## src/rtl/preg_decode_if.sv

```systemverilog
// preg_decode_if: decode/execute stage boundary bundle.
// Carries the decode-side (*D) fields and hazard controls into the
// pipeline register, and the registered execute-side (*E) fields and
// performance counters back out.
//   master : driven by the decode stage / hazard unit
//   slave  : the pipeline register itself
interface preg_decode_if #(
   parameter int DATA_WIDTH     = 32,
   parameter int REG_ADDR_WIDTH = 5,
   parameter int CNT_WIDTH      = 32
);
   // Hazard unit controls
   logic                      StallE;
   logic                      FlushE;

   // Decode-side fields
   logic                      ValidD;
   logic                      RegWriteD;
   logic                      MemWriteD;
   logic                      JumpD;
   logic                      BranchD;
   logic                      ALUSrcD;
   logic [1:0]                ResultSrcD;
   logic [2:0]                ALUControlD;
   logic [DATA_WIDTH-1:0]     RD1D;
   logic [DATA_WIDTH-1:0]     RD2D;
   logic [DATA_WIDTH-1:0]     ImmExtD;
   logic [DATA_WIDTH-1:0]     PCD;
   logic [DATA_WIDTH-1:0]     PCPlus4D;
   logic [REG_ADDR_WIDTH-1:0] Rs1D;
   logic [REG_ADDR_WIDTH-1:0] Rs2D;
   logic [REG_ADDR_WIDTH-1:0] RdD;

   // Execute-side registered fields
   logic                      ValidE;
   logic                      RegWriteE;
   logic                      MemWriteE;
   logic                      JumpE;
   logic                      BranchE;
   logic                      ALUSrcE;
   logic [1:0]                ResultSrcE;
   logic [2:0]                ALUControlE;
   logic [DATA_WIDTH-1:0]     RD1E;
   logic [DATA_WIDTH-1:0]     RD2E;
   logic [DATA_WIDTH-1:0]     ImmExtE;
   logic [DATA_WIDTH-1:0]     PCE;
   logic [DATA_WIDTH-1:0]     PCPlus4E;
   logic [REG_ADDR_WIDTH-1:0] Rs1E;
   logic [REG_ADDR_WIDTH-1:0] Rs2E;
   logic [REG_ADDR_WIDTH-1:0] RdE;

   // Performance counters
   logic [CNT_WIDTH-1:0]      StallCountE;
   logic [CNT_WIDTH-1:0]      FlushCountE;

   modport master (
      output StallE, FlushE,
      output ValidD, RegWriteD, MemWriteD, JumpD, BranchD, ALUSrcD,
      output ResultSrcD, ALUControlD, RD1D, RD2D, ImmExtD, PCD, PCPlus4D,
      output Rs1D, Rs2D, RdD,
      input  ValidE, RegWriteE, MemWriteE, JumpE, BranchE, ALUSrcE,
      input  ResultSrcE, ALUControlE, RD1E, RD2E, ImmExtE, PCE, PCPlus4E,
      input  Rs1E, Rs2E, RdE,
      input  StallCountE, FlushCountE
   );

   modport slave (
      input  StallE, FlushE,
      input  ValidD, RegWriteD, MemWriteD, JumpD, BranchD, ALUSrcD,
      input  ResultSrcD, ALUControlD, RD1D, RD2D, ImmExtD, PCD, PCPlus4D,
      input  Rs1D, Rs2D, RdD,
      output ValidE, RegWriteE, MemWriteE, JumpE, BranchE, ALUSrcE,
      output ResultSrcE, ALUControlE, RD1E, RD2E, ImmExtE, PCE, PCPlus4E,
      output Rs1E, Rs2E, RdE,
      output StallCountE, FlushCountE
   );
endinterface

```

## src/rtl/preg_decode.sv

```systemverilog
// preg_decode: decode-to-execute pipeline register.
// Captures the decoded instruction each cycle; holds on stall, loads an
// all-zero bubble on flush (flush beats stall, reset beats both).
// Optional saturating stall/flush cycle counters are built only when the
// macro PREG_DECODE_PERF_EN is defined; otherwise both counters read 0.
module preg_decode #(
   parameter int DATA_WIDTH     = 32,
   parameter int REG_ADDR_WIDTH = 5,
   parameter int CNT_WIDTH      = 32
) (
   input logic          clk,
   input logic          rst,
   preg_decode_if.slave bus
);

   // One instruction's worth of execute-stage state
   typedef struct packed {
      logic                      valid;
      logic                      reg_write;
      logic                      mem_write;
      logic                      jump;
      logic                      branch;
      logic                      alu_src;
      logic [1:0]                result_src;
      logic [2:0]                alu_control;
      logic [DATA_WIDTH-1:0]     rd1;
      logic [DATA_WIDTH-1:0]     rd2;
      logic [DATA_WIDTH-1:0]     imm_ext;
      logic [DATA_WIDTH-1:0]     pc;
      logic [DATA_WIDTH-1:0]     pc_plus4;
      logic [REG_ADDR_WIDTH-1:0] rs1;
      logic [REG_ADDR_WIDTH-1:0] rs2;
      logic [REG_ADDR_WIDTH-1:0] rd;
   } stage_t;

   stage_t               stage_d;
   stage_t               stage_q;
   logic [CNT_WIDTH-1:0] stall_cnt;
   logic [CNT_WIDTH-1:0] flush_cnt;

   // Gather the decode-side fields into one record
   always_comb begin
      // NOTE: assign a default to the whole record first so no path through this block can infer a latch.
      stage_d             = '0;
      stage_d.valid       = bus.ValidD;
      stage_d.reg_write   = bus.RegWriteD;
      stage_d.mem_write   = bus.MemWriteD;
      stage_d.jump        = bus.JumpD;
      stage_d.branch      = bus.BranchD;
      stage_d.alu_src     = bus.ALUSrcD;
      stage_d.result_src  = bus.ResultSrcD;
      stage_d.alu_control = bus.ALUControlD;
      stage_d.rd1         = bus.RD1D;
      stage_d.rd2         = bus.RD2D;
      stage_d.imm_ext     = bus.ImmExtD;
      stage_d.pc          = bus.PCD;
      stage_d.pc_plus4    = bus.PCPlus4D;
      stage_d.rs1         = bus.Rs1D;
      stage_d.rs2         = bus.Rs2D;
      stage_d.rd          = bus.RdD;
   end

   // Stage register: reset > flush (bubble) > stall (hold) > load
   always_ff @(posedge clk) begin
      // NOTE: non-blocking assignments keep every register sampling pre-edge values, avoiding simulation races.
      if (rst) begin
         stage_q <= '0;
      end else if (bus.FlushE) begin
         stage_q <= '0;
      end else if (!bus.StallE) begin
         stage_q <= stage_d;
      end
   end

`ifdef PREG_DECODE_PERF_EN
   // Saturating event counters; cleared only by reset
   always_ff @(posedge clk) begin
      if (rst) begin
         stall_cnt <= '0;
         flush_cnt <= '0;
      end else begin
         if (bus.FlushE && (flush_cnt != '1)) begin
            flush_cnt <= flush_cnt + 1'b1;
         end
         if (bus.StallE && !bus.FlushE && (stall_cnt != '1)) begin
            stall_cnt <= stall_cnt + 1'b1;
         end
      end
   end
`else
   // Counters not built: both read as zero
   assign stall_cnt = '0;
   assign flush_cnt = '0;
`endif

   assign bus.ValidE      = stage_q.valid;
   assign bus.RegWriteE   = stage_q.reg_write;
   assign bus.MemWriteE   = stage_q.mem_write;
   assign bus.JumpE       = stage_q.jump;
   assign bus.BranchE     = stage_q.branch;
   assign bus.ALUSrcE     = stage_q.alu_src;
   assign bus.ResultSrcE  = stage_q.result_src;
   assign bus.ALUControlE = stage_q.alu_control;
   assign bus.RD1E        = stage_q.rd1;
   assign bus.RD2E        = stage_q.rd2;
   assign bus.ImmExtE     = stage_q.imm_ext;
   assign bus.PCE         = stage_q.pc;
   assign bus.PCPlus4E    = stage_q.pc_plus4;
   assign bus.Rs1E        = stage_q.rs1;
   assign bus.Rs2E        = stage_q.rs2;
   assign bus.RdE         = stage_q.rd;
   assign bus.StallCountE = stall_cnt;
   assign bus.FlushCountE = flush_cnt;

endmodule

```

## src/flat_wrapper.sv

```systemverilog
// flat-port wrapper written by rule: the top's interface ports become plain ports
module preg_decode_flat 
#(
   parameter int DATA_WIDTH     = 32,
   parameter int REG_ADDR_WIDTH = 5,
   parameter int CNT_WIDTH      = 32
)
  (clk, rst, bus_StallE, bus_FlushE, bus_ValidD, bus_RegWriteD, bus_MemWriteD, bus_JumpD, bus_BranchD, bus_ALUSrcD, bus_ResultSrcD, bus_ALUControlD, bus_RD1D, bus_RD2D, bus_ImmExtD, bus_PCD, bus_PCPlus4D, bus_Rs1D, bus_Rs2D, bus_RdD, bus_ValidE, bus_RegWriteE, bus_MemWriteE, bus_JumpE, bus_BranchE, bus_ALUSrcE, bus_ResultSrcE, bus_ALUControlE, bus_RD1E, bus_RD2E, bus_ImmExtE, bus_PCE, bus_PCPlus4E, bus_Rs1E, bus_Rs2E, bus_RdE, bus_StallCountE, bus_FlushCountE);
  preg_decode_if #(.DATA_WIDTH(DATA_WIDTH), .REG_ADDR_WIDTH(REG_ADDR_WIDTH), .CNT_WIDTH(CNT_WIDTH)) bus_i ();
  input logic clk;
  input logic rst;
  input wire logic [$bits(bus_i.StallE)-1:0] bus_StallE;
  input wire logic [$bits(bus_i.FlushE)-1:0] bus_FlushE;
  input wire logic [$bits(bus_i.ValidD)-1:0] bus_ValidD;
  input wire logic [$bits(bus_i.RegWriteD)-1:0] bus_RegWriteD;
  input wire logic [$bits(bus_i.MemWriteD)-1:0] bus_MemWriteD;
  input wire logic [$bits(bus_i.JumpD)-1:0] bus_JumpD;
  input wire logic [$bits(bus_i.BranchD)-1:0] bus_BranchD;
  input wire logic [$bits(bus_i.ALUSrcD)-1:0] bus_ALUSrcD;
  input wire logic [$bits(bus_i.ResultSrcD)-1:0] bus_ResultSrcD;
  input wire logic [$bits(bus_i.ALUControlD)-1:0] bus_ALUControlD;
  input wire logic [$bits(bus_i.RD1D)-1:0] bus_RD1D;
  input wire logic [$bits(bus_i.RD2D)-1:0] bus_RD2D;
  input wire logic [$bits(bus_i.ImmExtD)-1:0] bus_ImmExtD;
  input wire logic [$bits(bus_i.PCD)-1:0] bus_PCD;
  input wire logic [$bits(bus_i.PCPlus4D)-1:0] bus_PCPlus4D;
  input wire logic [$bits(bus_i.Rs1D)-1:0] bus_Rs1D;
  input wire logic [$bits(bus_i.Rs2D)-1:0] bus_Rs2D;
  input wire logic [$bits(bus_i.RdD)-1:0] bus_RdD;
  output wire logic [$bits(bus_i.ValidE)-1:0] bus_ValidE;
  output wire logic [$bits(bus_i.RegWriteE)-1:0] bus_RegWriteE;
  output wire logic [$bits(bus_i.MemWriteE)-1:0] bus_MemWriteE;
  output wire logic [$bits(bus_i.JumpE)-1:0] bus_JumpE;
  output wire logic [$bits(bus_i.BranchE)-1:0] bus_BranchE;
  output wire logic [$bits(bus_i.ALUSrcE)-1:0] bus_ALUSrcE;
  output wire logic [$bits(bus_i.ResultSrcE)-1:0] bus_ResultSrcE;
  output wire logic [$bits(bus_i.ALUControlE)-1:0] bus_ALUControlE;
  output wire logic [$bits(bus_i.RD1E)-1:0] bus_RD1E;
  output wire logic [$bits(bus_i.RD2E)-1:0] bus_RD2E;
  output wire logic [$bits(bus_i.ImmExtE)-1:0] bus_ImmExtE;
  output wire logic [$bits(bus_i.PCE)-1:0] bus_PCE;
  output wire logic [$bits(bus_i.PCPlus4E)-1:0] bus_PCPlus4E;
  output wire logic [$bits(bus_i.Rs1E)-1:0] bus_Rs1E;
  output wire logic [$bits(bus_i.Rs2E)-1:0] bus_Rs2E;
  output wire logic [$bits(bus_i.RdE)-1:0] bus_RdE;
  output wire logic [$bits(bus_i.StallCountE)-1:0] bus_StallCountE;
  output wire logic [$bits(bus_i.FlushCountE)-1:0] bus_FlushCountE;
  assign bus_i.StallE = bus_StallE;
  assign bus_i.FlushE = bus_FlushE;
  assign bus_i.ValidD = bus_ValidD;
  assign bus_i.RegWriteD = bus_RegWriteD;
  assign bus_i.MemWriteD = bus_MemWriteD;
  assign bus_i.JumpD = bus_JumpD;
  assign bus_i.BranchD = bus_BranchD;
  assign bus_i.ALUSrcD = bus_ALUSrcD;
  assign bus_i.ResultSrcD = bus_ResultSrcD;
  assign bus_i.ALUControlD = bus_ALUControlD;
  assign bus_i.RD1D = bus_RD1D;
  assign bus_i.RD2D = bus_RD2D;
  assign bus_i.ImmExtD = bus_ImmExtD;
  assign bus_i.PCD = bus_PCD;
  assign bus_i.PCPlus4D = bus_PCPlus4D;
  assign bus_i.Rs1D = bus_Rs1D;
  assign bus_i.Rs2D = bus_Rs2D;
  assign bus_i.RdD = bus_RdD;
  assign bus_ValidE = bus_i.ValidE;
  assign bus_RegWriteE = bus_i.RegWriteE;
  assign bus_MemWriteE = bus_i.MemWriteE;
  assign bus_JumpE = bus_i.JumpE;
  assign bus_BranchE = bus_i.BranchE;
  assign bus_ALUSrcE = bus_i.ALUSrcE;
  assign bus_ResultSrcE = bus_i.ResultSrcE;
  assign bus_ALUControlE = bus_i.ALUControlE;
  assign bus_RD1E = bus_i.RD1E;
  assign bus_RD2E = bus_i.RD2E;
  assign bus_ImmExtE = bus_i.ImmExtE;
  assign bus_PCE = bus_i.PCE;
  assign bus_PCPlus4E = bus_i.PCPlus4E;
  assign bus_Rs1E = bus_i.Rs1E;
  assign bus_Rs2E = bus_i.Rs2E;
  assign bus_RdE = bus_i.RdE;
  assign bus_StallCountE = bus_i.StallCountE;
  assign bus_FlushCountE = bus_i.FlushCountE;
  preg_decode #(.DATA_WIDTH(DATA_WIDTH), .REG_ADDR_WIDTH(REG_ADDR_WIDTH), .CNT_WIDTH(CNT_WIDTH)) u_core (.clk(clk), .rst(rst), .bus(bus_i));
endmodule
```

## config.mk

```make
export PLATFORM = sky130hd
export DESIGN_NAME = preg_decode_flat
export DESIGN_NICKNAME = d
export VERILOG_FILES = /design/src/rtl/preg_decode_if.sv /design/src/rtl/preg_decode.sv /design/src/flat_wrapper.sv
export SDC_FILE = /design/constraint.sdc
export NUM_CORES = 1
export LEC_CHECK = 0
export BUFFER_PORTS_ARGS = -buffer_cell sky130_fd_sc_hd__buf_4
export CAP_MARGIN = 20
export CORE_AREA = 2 2 171 173
export CTS_CLUSTER_DIAMETER = 80
export DETAILED_ROUTE_END_ITERATION = 8
export DIE_AREA = 0 0 173 175
export SLEW_MARGIN = 5
export SYNTH_ARGS = -nofsm -noshare
export SYNTH_HDL_FRONTEND = slang
export SYNTH_SLANG_ARGS = --single-unit
```

## constraint.sdc

```tcl
create_clock -name clk -period 2.2 [get_ports clk]
set_clock_uncertainty 0.15 [all_clocks]
set_input_delay 0.66 -clock clk [delete_from_list [all_inputs] [get_ports clk]]
set_output_delay 0.66 -clock clk [all_outputs]
set_load 0.02 [all_outputs]
```

=== Word-level counts from Yosys, hierarchy flattened ===
Cells that the tools add are included.

* Bits of input ports: 190
* Output and inout port bits: 250
* Bits in registers: 186

* Reductions and logical operators: 1

{| class="wikitable"
|+ Operator list
! operator !! number
|-
| 2-bit OR reduction || 1
|}

=== Longest topological paths before layout ===
Gate-level depths: netlist of run 1.

* Depth after elaboration: 1
* Depth in mapped cells: 5
* Gate-level depth less buffers: 2

=== Worst setup path after synthesis of run 1 ===
No wires, ideal clock.

* Path kind: in2reg
* Start point: in bus_StallE
* End point: reg u_core.stage_q, in the netlist u_core.bus.ImmExtE[0]
* Required time: 1936 ps
* Slack: 601 ps
* Library setup time: 114 ps
* Data arrival time: 1334 ps
* Buffers on the path: 3
* Cell stages on the path: 5
* Path through: buf_2 -> buf_6 -> buf_6 -> mux2i_1 -> nor2_1

{| class="wikitable"
|+ RTL lines
! element !! RTL line !! text
|-
| start, declared || flat_wrapper.sv:12 || <nowiki>input wire logic [$bits(bus_i.StallE)-1:0] bus_StallE;</nowiki>
|-
| end signal, assigned || preg_decode.sv:71 || <nowiki>stage_q <= stage_d;</nowiki>
|-
| end, declared || preg_decode.sv:37 || <nowiki>stage_t stage_q;</nowiki>
|}

=== Final worst setup path of run 1 ===
* Start point: reg u_core.stage_q, in the netlist u_core.bus.BranchE
* End point: out bus_BranchE

{| class="wikitable"
|+ RTL lines
! element !! RTL line !! text
|-
| end, declared || flat_wrapper.sv:34 || <nowiki>output wire logic [$bits(bus_i.BranchE)-1:0] bus_BranchE;</nowiki>
|}

No word-level cell between the ends.

==> results.json, run 1 <==
{
  "post_dp_cell_area_sq_um": 10000,
  "root_buffer": "clkbuf_16",
  "path_class": "flip-flop to primary output",
  "drc": 0,
  "firstDrtPassIters": 4,
  "grt_max_degree": 97,
  "die_h_um": 175,
  "clk_latency_ns": 0.42,
  "ys_ff_latch": 186,
  "outcome": "complete, no violations",
  "power_density_nw_per_um2": 716,
  "place_ws_ns": 0.331,
  "ant_nets": 0,
  "finalWorstSetupSlack_ns": 0.402,
  "drt-initial-drc-count": 207,
  "rsz0062_at_grt": "false",
  "initial_core_util_pct": 25.3,
  "die_x_um": 173,
  "period_needed_ns": 1.80,
  "netlist_instances": 666,
  "fin_setup_tns_ns": 0,
  "place_hpwl_um": 14400,
  "diodes": 0,
  "arrival_ns": 0.99,
  "ir_worst_vdd_mv": 0.339,
  "max_stage_delay_ns": 0.40,
  "cts_tree": "built",
  "antenna_found_initial": 0,
  "fin_area_sq_um": 10600,
  "via_per_inst": 3.90,
  "drv_slew": 0,
  "cts_inserted_buffers": 17,
  "cts.clk_slew.worst_paths_ns": 0.08,
  "yosysTopAreaCell": "dfxtp_1",
  "path_depth": 1,
  "rows": 62,
  "crit_family": "flip-flops",
  "synthFlopType": "dfxtp_1",
  "cts_hold_buf": 0,
  "grt_pass1_wl_um": 29700,
  "ioPinCount": 440,
  "core_area_sq_um": 28400,
  "period_share_pct": 81.7,
  "crit_required_ns": 1.39,
  "start_kind": "flip-flop",
  "cp-end-kind": "primary output",
  "hold_class": "primary input to flip-flop",
  "setup_violations": 0,
  "crit_chain": "buf_4",
  "ys_seq_area_share_pct": 51.8,
  "max-clock-path-buffers": 2,
  "numClockSinks": 186,
  "htreeDepth": 4,
  "grtUsageTotal_pct": 12.3,
  "nets": 1221,
  "hold_viol": 0,
  "path_max_fanout": 2,
  "leakage_uw": 0.00533,
  "dieArea_sq_um": 30300,
  "synthTopCellsByArea": "dfxtp_1 52%, mux2i_1 26%, nor2_1 9.7%",
  "synthToLayoutAreaGrowth_pct": 47.5,
  "holdWs_ns": 0.311,
  "gp_congestion": 0.781,
  "num_vias": 5568,
  "cts_setup_buffers": 0,
  "drive_gt1_share_pct": 40.2,
  "synth.avg_cell_area_sq_um": 10.8,
  "ys_types": 9,
  "overflow": 0,
  "hold_path_depth": 3,
  "wl_per_cell_um": 13.6,
  "r2r_cells": 2,
  "max_freq_mhz": 556,
  "yosysTopAreaCellShare_pct": 51.8,
  "yosys_warnings": 0,
  "crit_slowest_cell": "dfxtp_1",
  "reg2reg_slack_ns": 1.39,
  "cts_resized": 0,
  "worst-path-buf-inv": 1,
  "grt_pass1_vias": 5398,
  "drv_cap": 0,
  "syn_area_sq_um": 7190,
  "synthTopCellsByCount": "186 x dfxtp_1, 186 x mux2i_1, 186 x nor2_1",
  "synthArstFlopShare_pct": 0,
  "routed_wl_um": 19400,
  "port_buffers": 375,
  "synth_edf_count": 0
}
## cells by family after synthesis
| family | count (synthesis) | share of synthesized area (%) |
|---|---|---|
| and+or+nand+nor | 187 | 9.80 |
| muxes | 186 | 25.9 |
| DFF | 186 | 51.8 |
| other | 1 | 0.0522 |
| buffers and inverters | 106 | 12.4 |
## final timing paths
path | startpoint | to
max | u_core.bus.BranchE | bus_BranchE
min | bus_RD1D[1] | u_core.bus.RD1E[1]
max reg2reg | u_core.bus.ResultSrcE[1] | u_core.bus.ResultSrcE[1]
min reg2reg | u_core.bus.RD2E[16] | u_core.bus.RD2E[16]
## flip-flops by register name (all words and copies together) (netlist names)
| register | cells |
|---|---|
| u_core.bus.ImmExtE | 32 |
| u_core.bus.PCE | 32 |
| u_core.bus.PCPlus4E | 32 |
| u_core.bus.RD1E | 32 |
| u_core.bus.RD2E | 32 |
| u_core.bus.RdE | 5 |
| u_core.bus.Rs1E | 5 |
| u_core.bus.Rs2E | 5 |
| u_core.bus.ALUControlE | 3 |
| u_core.bus.ResultSrcE | 2 |
| u_core.bus.ALUSrcE | 1 |
| u_core.bus.BranchE | 1 |
| u_core.bus.JumpE | 1 |
| u_core.bus.MemWriteE | 1 |
| u_core.bus.RegWriteE | 1 |
| u_core.bus.ValidE | 1 |
## layout by cell type (no fill, tap or decap), drive strengths merged
master / n
conb: 64
mux2i: 186
inv: 3
nor2: 186
clkbuf: 20
clkinv: 4
buf: 389
or2: 1
clkinvlp: 5
dfxtp: 186
## per-stage QoR
step                      util (%)  cells  total power (uW)
after floorplan                  -    729              4330
after global placement        35.4   1396              4720
after detailed placement      35.4   1396              4730
after CTS                     37.3   1428              7750
after global routing          37.3   1428              7960
final                         37.3   1428              7590
## where the power goes
part           total, uW  leakage (uW)  switching, uW  internal, uW
Combinational       1110       0.00356            562           546
Clock               2950      0.000257           1430          1520
Sequential          3540       0.00152           60.3          3480
Total               7590       0.00533           2050          5540
## final cells by class
type | count | area [sq um]
timing repair buffer | 389 | 3030
clock buffer | 20 | 447
tap | 384 | 480
clock inverter | 12 | 114
fill | 2924 | 17800
multi-input combinational | 437 | 2810
sequential | 186 | 3720
## per-layer routing
layer / share of wire (%) / global-route usage, % / vias to the layer above
li1: - / - / 2777
met1: 42 / 14.6 / 2540
met2: 49 / 21.1 / 237
met3: 7.8 / 4.22 / 14
met4: 1.1 / 3.57 / 0
met5: 0 / 0 / -
No activity file was read; power rests on OpenSTA's default activity.
==> run 2, diff against run 1 <==
Settings changed: CORE_AREA 2 2 171 173 to 2 2 170 172, DIE_AREA 0 0 173 175 to 0 0 172 174.
Clock period 2.2 ns to 1.5 ns, I/O delays scaled along.
==> run 2 against run 1 <==
The flow now finishes with violations (negative setup slack); combinational power up 58%; cell count rose by 1.5%; first-iteration DRC count is 29% lower; total power increased by 51%; wire length grew 3.7%; critical path type unchanged; non-clock buffer count is 21 higher; design area rose by 10%; largest power group unchanged; sequential cell count is the same; die area is 1.1% lower; via count rose by 1.6%; register-to-register slack got worse by 0.83 ns.
==> results.json, run 2 (synthesis results as in run 1) <==
{
  "final_common_cell": "buf_4",
  "crit_family": "flip-flops",
  "synthToLayoutAreaGrowth_pct": 62.3,
  "r2r_end": "u_core.bus.PCPlus4E[12]",
  "max_stage_delay_ns": 0.36,
  "hold_class": "primary input to flip-flop",
  "dieArea_sq_um": 29900,
  "port_buffers": 375,
  "outcome": "finished with violations",
  "worst-path-buf-inv": 1,
  "ant_nets": 0,
  "fin_setup_tns_ns": -0.00513,
  "period_needed_ns": 1.51,
  "r2r_cells": 3,
  "overflow": 0,
  "place_hpwl_um": 14500,
  "mostFrequentLayoutCells": "219 x buf_4, 186 x mux2i_1, 186 x nor2_1, 186 x buf_6, 186 x dfxtp_2",
  "power_density_nw_per_um2": 985,
  "crit_required_ns": 0.90,
  "violations": "negative setup slack",
  "drc": 0,
  "finalWorstSetupSlack_ns": -0.00513,
  "drt-initial-drc-count": 148,
  "path_class": "flip-flop to primary output",
  "crit_slowest_cell": "dfxtp_2",
  "min-delay-start": "bus_PCPlus4D[21]",
  "cp-end-kind": "primary output",
  "reg2reg_slack_ns": 0.56,
  "max-clock-path-buffers": 2,
  "grt_pass1_wl_um": 29900,
  "antenna_found_initial": 0,
  "firstDrtPassIters": 4,
  "clk_latency_ns": 0.41,
  "num_vias": 5657,
  "drive_gt1_share_pct": 59.0,
  "ioPinCount": 440,
  "via_per_inst": 3.90,
  "arrival_ns": 0.91,
  "initial_core_util_pct": 25.4,
  "ir_worst_vdd_mv": 0.522,
  "max_freq_mhz": 664,
  "setup_violations": 1,
  "grtUsageTotal_pct": 12.7,
  "hold_viol": 0,
  "die_x_um": 172,
  "rows": 62,
  "path_max_fanout": 2,
  "cp-startpoint": "u_core.bus.RD2E[14]",
  "grt_pass1_vias": 5569,
  "root_buffer": "clkbuf_16",
  "grt_max_degree": 88,
  "diodes": 0,
  "cts_inserted_buffers": 17,
  "wl_per_cell_um": 13.9,
  "rsz0062_at_grt": "true",
  "cts_tree": "built",
  "period_share_pct": 100,
  "fill_cells": 2838,
  "die_h_um": 174,
  "worstHoldEndpoint": "u_core.bus.PCPlus4E[21]",
  "htreeDepth": 4,
  "leakage_uw": 0.00568,
  "hold_path_depth": 3,
  "numClockSinks": 186,
  "crit_chain": "buf_6",
  "nets": 1242,
  "cts.clk_slew.worst_paths_ns": 0.08,
  "gp_congestion": 0.738,
  "cts_hold_buf": 0,
  "core_area_sq_um": 28200,
  "drv_cap": 0,
  "holdWs_ns": 0.105,
  "start_kind": "flip-flop",
  "r2r_start": "u_core.bus.PCPlus4E[12]",
  "routed_wl_um": 20200,
  "power.total_uw": 11500,
  "drv_slew": 0
}
[run 2: cell count changes in the layout (fill, tap and decap cells not counted), moves of 4 or more]
cell        before  now
clkinvlp_4       5    0
buf_12           8    4
dfxtp_1        186    0
buf_6            0  186
dfxtp_2          0  186
buf_4          380  219
[run 2: area by class of cell]
cell class / instances / area [sq um] / area share, %
clock inverter: 14 / 155 / 1.33
clock buffer: 18 / 429 / 3.68
tap: 384 / 480 / 4.12
timing repair buffer: 410 / 3830 / 32.9
multi-input combinational: 437 / 2810 / 24.1
sequential: 186 / 3960 / 33.9
[run 2: layer usage]
layer | track usage, % | wire length (um)
met1 | 14.2 | 7910
met2 | 22.6 | 10100
met3 | 4.71 | 1920
met4 | 3.36 | 189
met5 | 0 | 0
[run 2: report_power, final]
group	switching, uW	internal [uW]
registers	115	5130
logic	837	911
clock network	2120	2370
[run 2: timing repair]
action                     4_1_cts  5_1_grt
pin swaps                        0        0
setup buffers                    5       10
setup endpoints to repair      186      178
gates resized for setup        372        0
[run 2: how the worst max path moves through the flow]
stage | to | slack (ns) | depth (start not counted)
floorplan | u_core.bus.ImmExtE[0] | 0.11 | 5
global placement | u_core.bus.PCPlus4E[28] | 0.01 | 4
detailed placement | u_core.bus.RD1E[2] | 0.008 | 4
CTS | bus_RD2E[14] | -0.04 | 1
global route | bus_RD2E[14] | -0.06 | 1
finish | bus_RD2E[14] | -0.005 | 1
[run 2: metrics by stage]
stage	util [%]	worst slack, ns	cells	area (sq um)
after floorplan	-	0.111	729	7420
after global placement	35.5	0.0118	1402	10000
after detailed placement	35.5	0.00758	1402	10000
after CTS	41.0	-0.0450	1439	11600
final	41.3	-0.00513	1449	11700
after global routing	41.3	-0.0600	1449	11700
==> run 3, diff against run 2 <==
Settings changed: REMOVE_ABC_BUFFERS from default to 1, SLEW_MARGIN 5 to 15.
==> run 3 against run 2 <==
Combinational power is essentially flat; clock power shrank 0.9%; sequential share of layout area decreased by 0.27 points; largest power group unchanged; the flow now finishes without violations; critical path depth unchanged.
==> results.json, run 3 (synthesis results as in run 1) <==
{
  "outcome": "complete, no violations",
  "min-delay-start": "bus_PCPlus4D[5]",
  "fin_area_sq_um": 11800,
  "r2r_cells": 3,
  "num_vias": 5766,
  "multi_input_area_sq_um": 2810,
  "ioPinCount": 440,
  "period_share_pct": 99.9,
  "period_needed_ns": 1.50,
  "cts.clk_slew.worst_paths_ns": 0.08,
  "reg2reg_slack_ns": 0.59,
  "max_freq_mhz": 667,
  "via_per_inst": 3.96,
  "drc": 0,
  "ant_nets": 0,
  "grtUsageTotal_pct": 13.1,
  "mostFrequentLayoutCells": "223 x buf_4, 186 x mux2i_1, 186 x nor2_1, 186 x buf_6, 186 x dfxtp_2",
  "grt_pass1_wl_um": 30700,
  "overflow": 0,
  "power_density_nw_per_um2": 976,
  "hold_viol": 0,
  "max_stage_delay_ns": 0.35,
  "numClockSinks": 186,
  "cts_hold_buf": 0,
  "routed_wl_um": 20400,
  "worstHoldEndpoint": "u_core.bus.PCPlus4E[5]",
  "final_cells": 1457,
  "path_class": "flip-flop to primary output",
  "place_inst": 1413,
  "crit_chain": "buf_6",
  "die_h_um": 174,
  "r2r_start": "u_core.bus.PCPlus4E[20]",
  "place_ws_ns": -0.0231,
  "diodes": 0,
  "synthToLayoutAreaGrowth_pct": 63.6,
  "fill_cells": 2789,
  "final_common_cell": "buf_4",
  "drt-initial-drc-count": 170,
  "path_max_fanout": 2,
  "dieArea_sq_um": 29900,
  "drv_slew": 0,
  "die_x_um": 172,
  "arrival_ns": 0.90,
  "setup_violations": 0,
  "grt_max_degree": 45,
  "rows": 62,
  "post_dp_cell_area_sq_um": 10200,
  "clk_latency_ns": 0.42,
  "r2r_end": "u_core.bus.PCPlus4E[20]",
  "start_kind": "flip-flop",
  "nets": 1250,
  "grt_pass1_vias": 5728,
  "place_hpwl_um": 14800,
  "hold_path_depth": 3,
  "rsz0062_at_grt": "true",
  "cts_inserted_buffers": 17,
  "crit_family": "flip-flops",
  "max-clock-path-buffers": 2,
  "cts_tree": "built",
  "wl_per_cell_um": 14.0,
  "crit_slowest_cell": "dfxtp_2",
  "power.total_uw": 11500,
  "drv_cap": 0,
  "finalWorstSetupSlack_ns": 0.000804,
  "register_area_sq_um": 3960,
  "drive_gt1_share_pct": 59.2,
  "htreeDepth": 4,
  "initial_core_util_pct": 25.4,
  "root_buffer": "clkbuf_16",
  "ir_worst_vdd_mv": 0.566,
  "firstDrtPassIters": 4,
  "hold_class": "primary input to flip-flop",
  "worst-path-buf-inv": 1,
  "core_area_sq_um": 28200,
  "fin_setup_tns_ns": 0,
  "cp-end-kind": "primary output",
  "gp_congestion": 0.736,
  "leakage_uw": 0.00572,
  "crit_required_ns": 0.90,
  "port_buffers": 375,
  "antenna_found_initial": 0
}
[run 3: how the worst max path moves through the flow]
| stage | startpoint | end | slack (ns) | depth (start not counted) |
|---|---|---|---|---|
| 2_1_floorplan | bus_FlushE | u_core.bus.ALUControlE[0] | -2.41 | 2 |
| 3_3_place_gp | bus_StallE | u_core.bus.ImmExtE[5] | 0.01 | 4 |
| 3_5_place_dp | bus_StallE | u_core.bus.RD1E[7] | -0.02 | 4 |
| 4_1_cts | u_core.bus.RD1E[30] | bus_RD1E[30] | -0.03 | 1 |
| 5_1_grt | u_core.bus.RD1E[30] | bus_RD1E[30] | -0.05 | 1 |
| 6_report | u_core.bus.RD1E[30] | bus_RD1E[30] | 0.0008 | 1 |
[run 3: per-stage QoR]
stage	util [%]	hold WS, ns
after floorplan	-	0.440
after global placement	36.0	0.325
after detailed placement	36.0	0.336
after CTS	41.6	0.0642
after global routing	41.6	0.0666
final	41.6	0.0947
[run 3: report_power, final]
part	leakage (uW)	switching (uW)	internal, uW	total (uW)
sequential	0.00160	113	5130	5240
combinational	0.00385	845	939	1780
clock	0.000272	2020	2430	4450
total	0.00572	2980	8500	11500
[run 3: final cells by class]
cell class	instances	area share, %
clock inverters	10	0.798
flip-flops and latches	186	33.6
repair buffers	418	33.5
multi-input cells	437	23.9
clock buffers	22	4.03
well taps	384	4.09
[run 3: per-layer routing]
layer  vias to the layer above  global-route usage, %  part of all wire [%]
met3                        20                   4.67                   9.1
met1                      2657                   14.8                    38
met2                       253                   22.8                    51
met5                         -                      0                     0
met4                         0                   4.59                   1.8
li1                       2836                      -                     -
[run 3: what timing repair did]
action	in CTS	in global routing
setup endpoints to repair	186	185
setup buffers	9	3
gates resized for setup	372	0
gates cloned	0	0
endpoints found under the hold margin	0	0
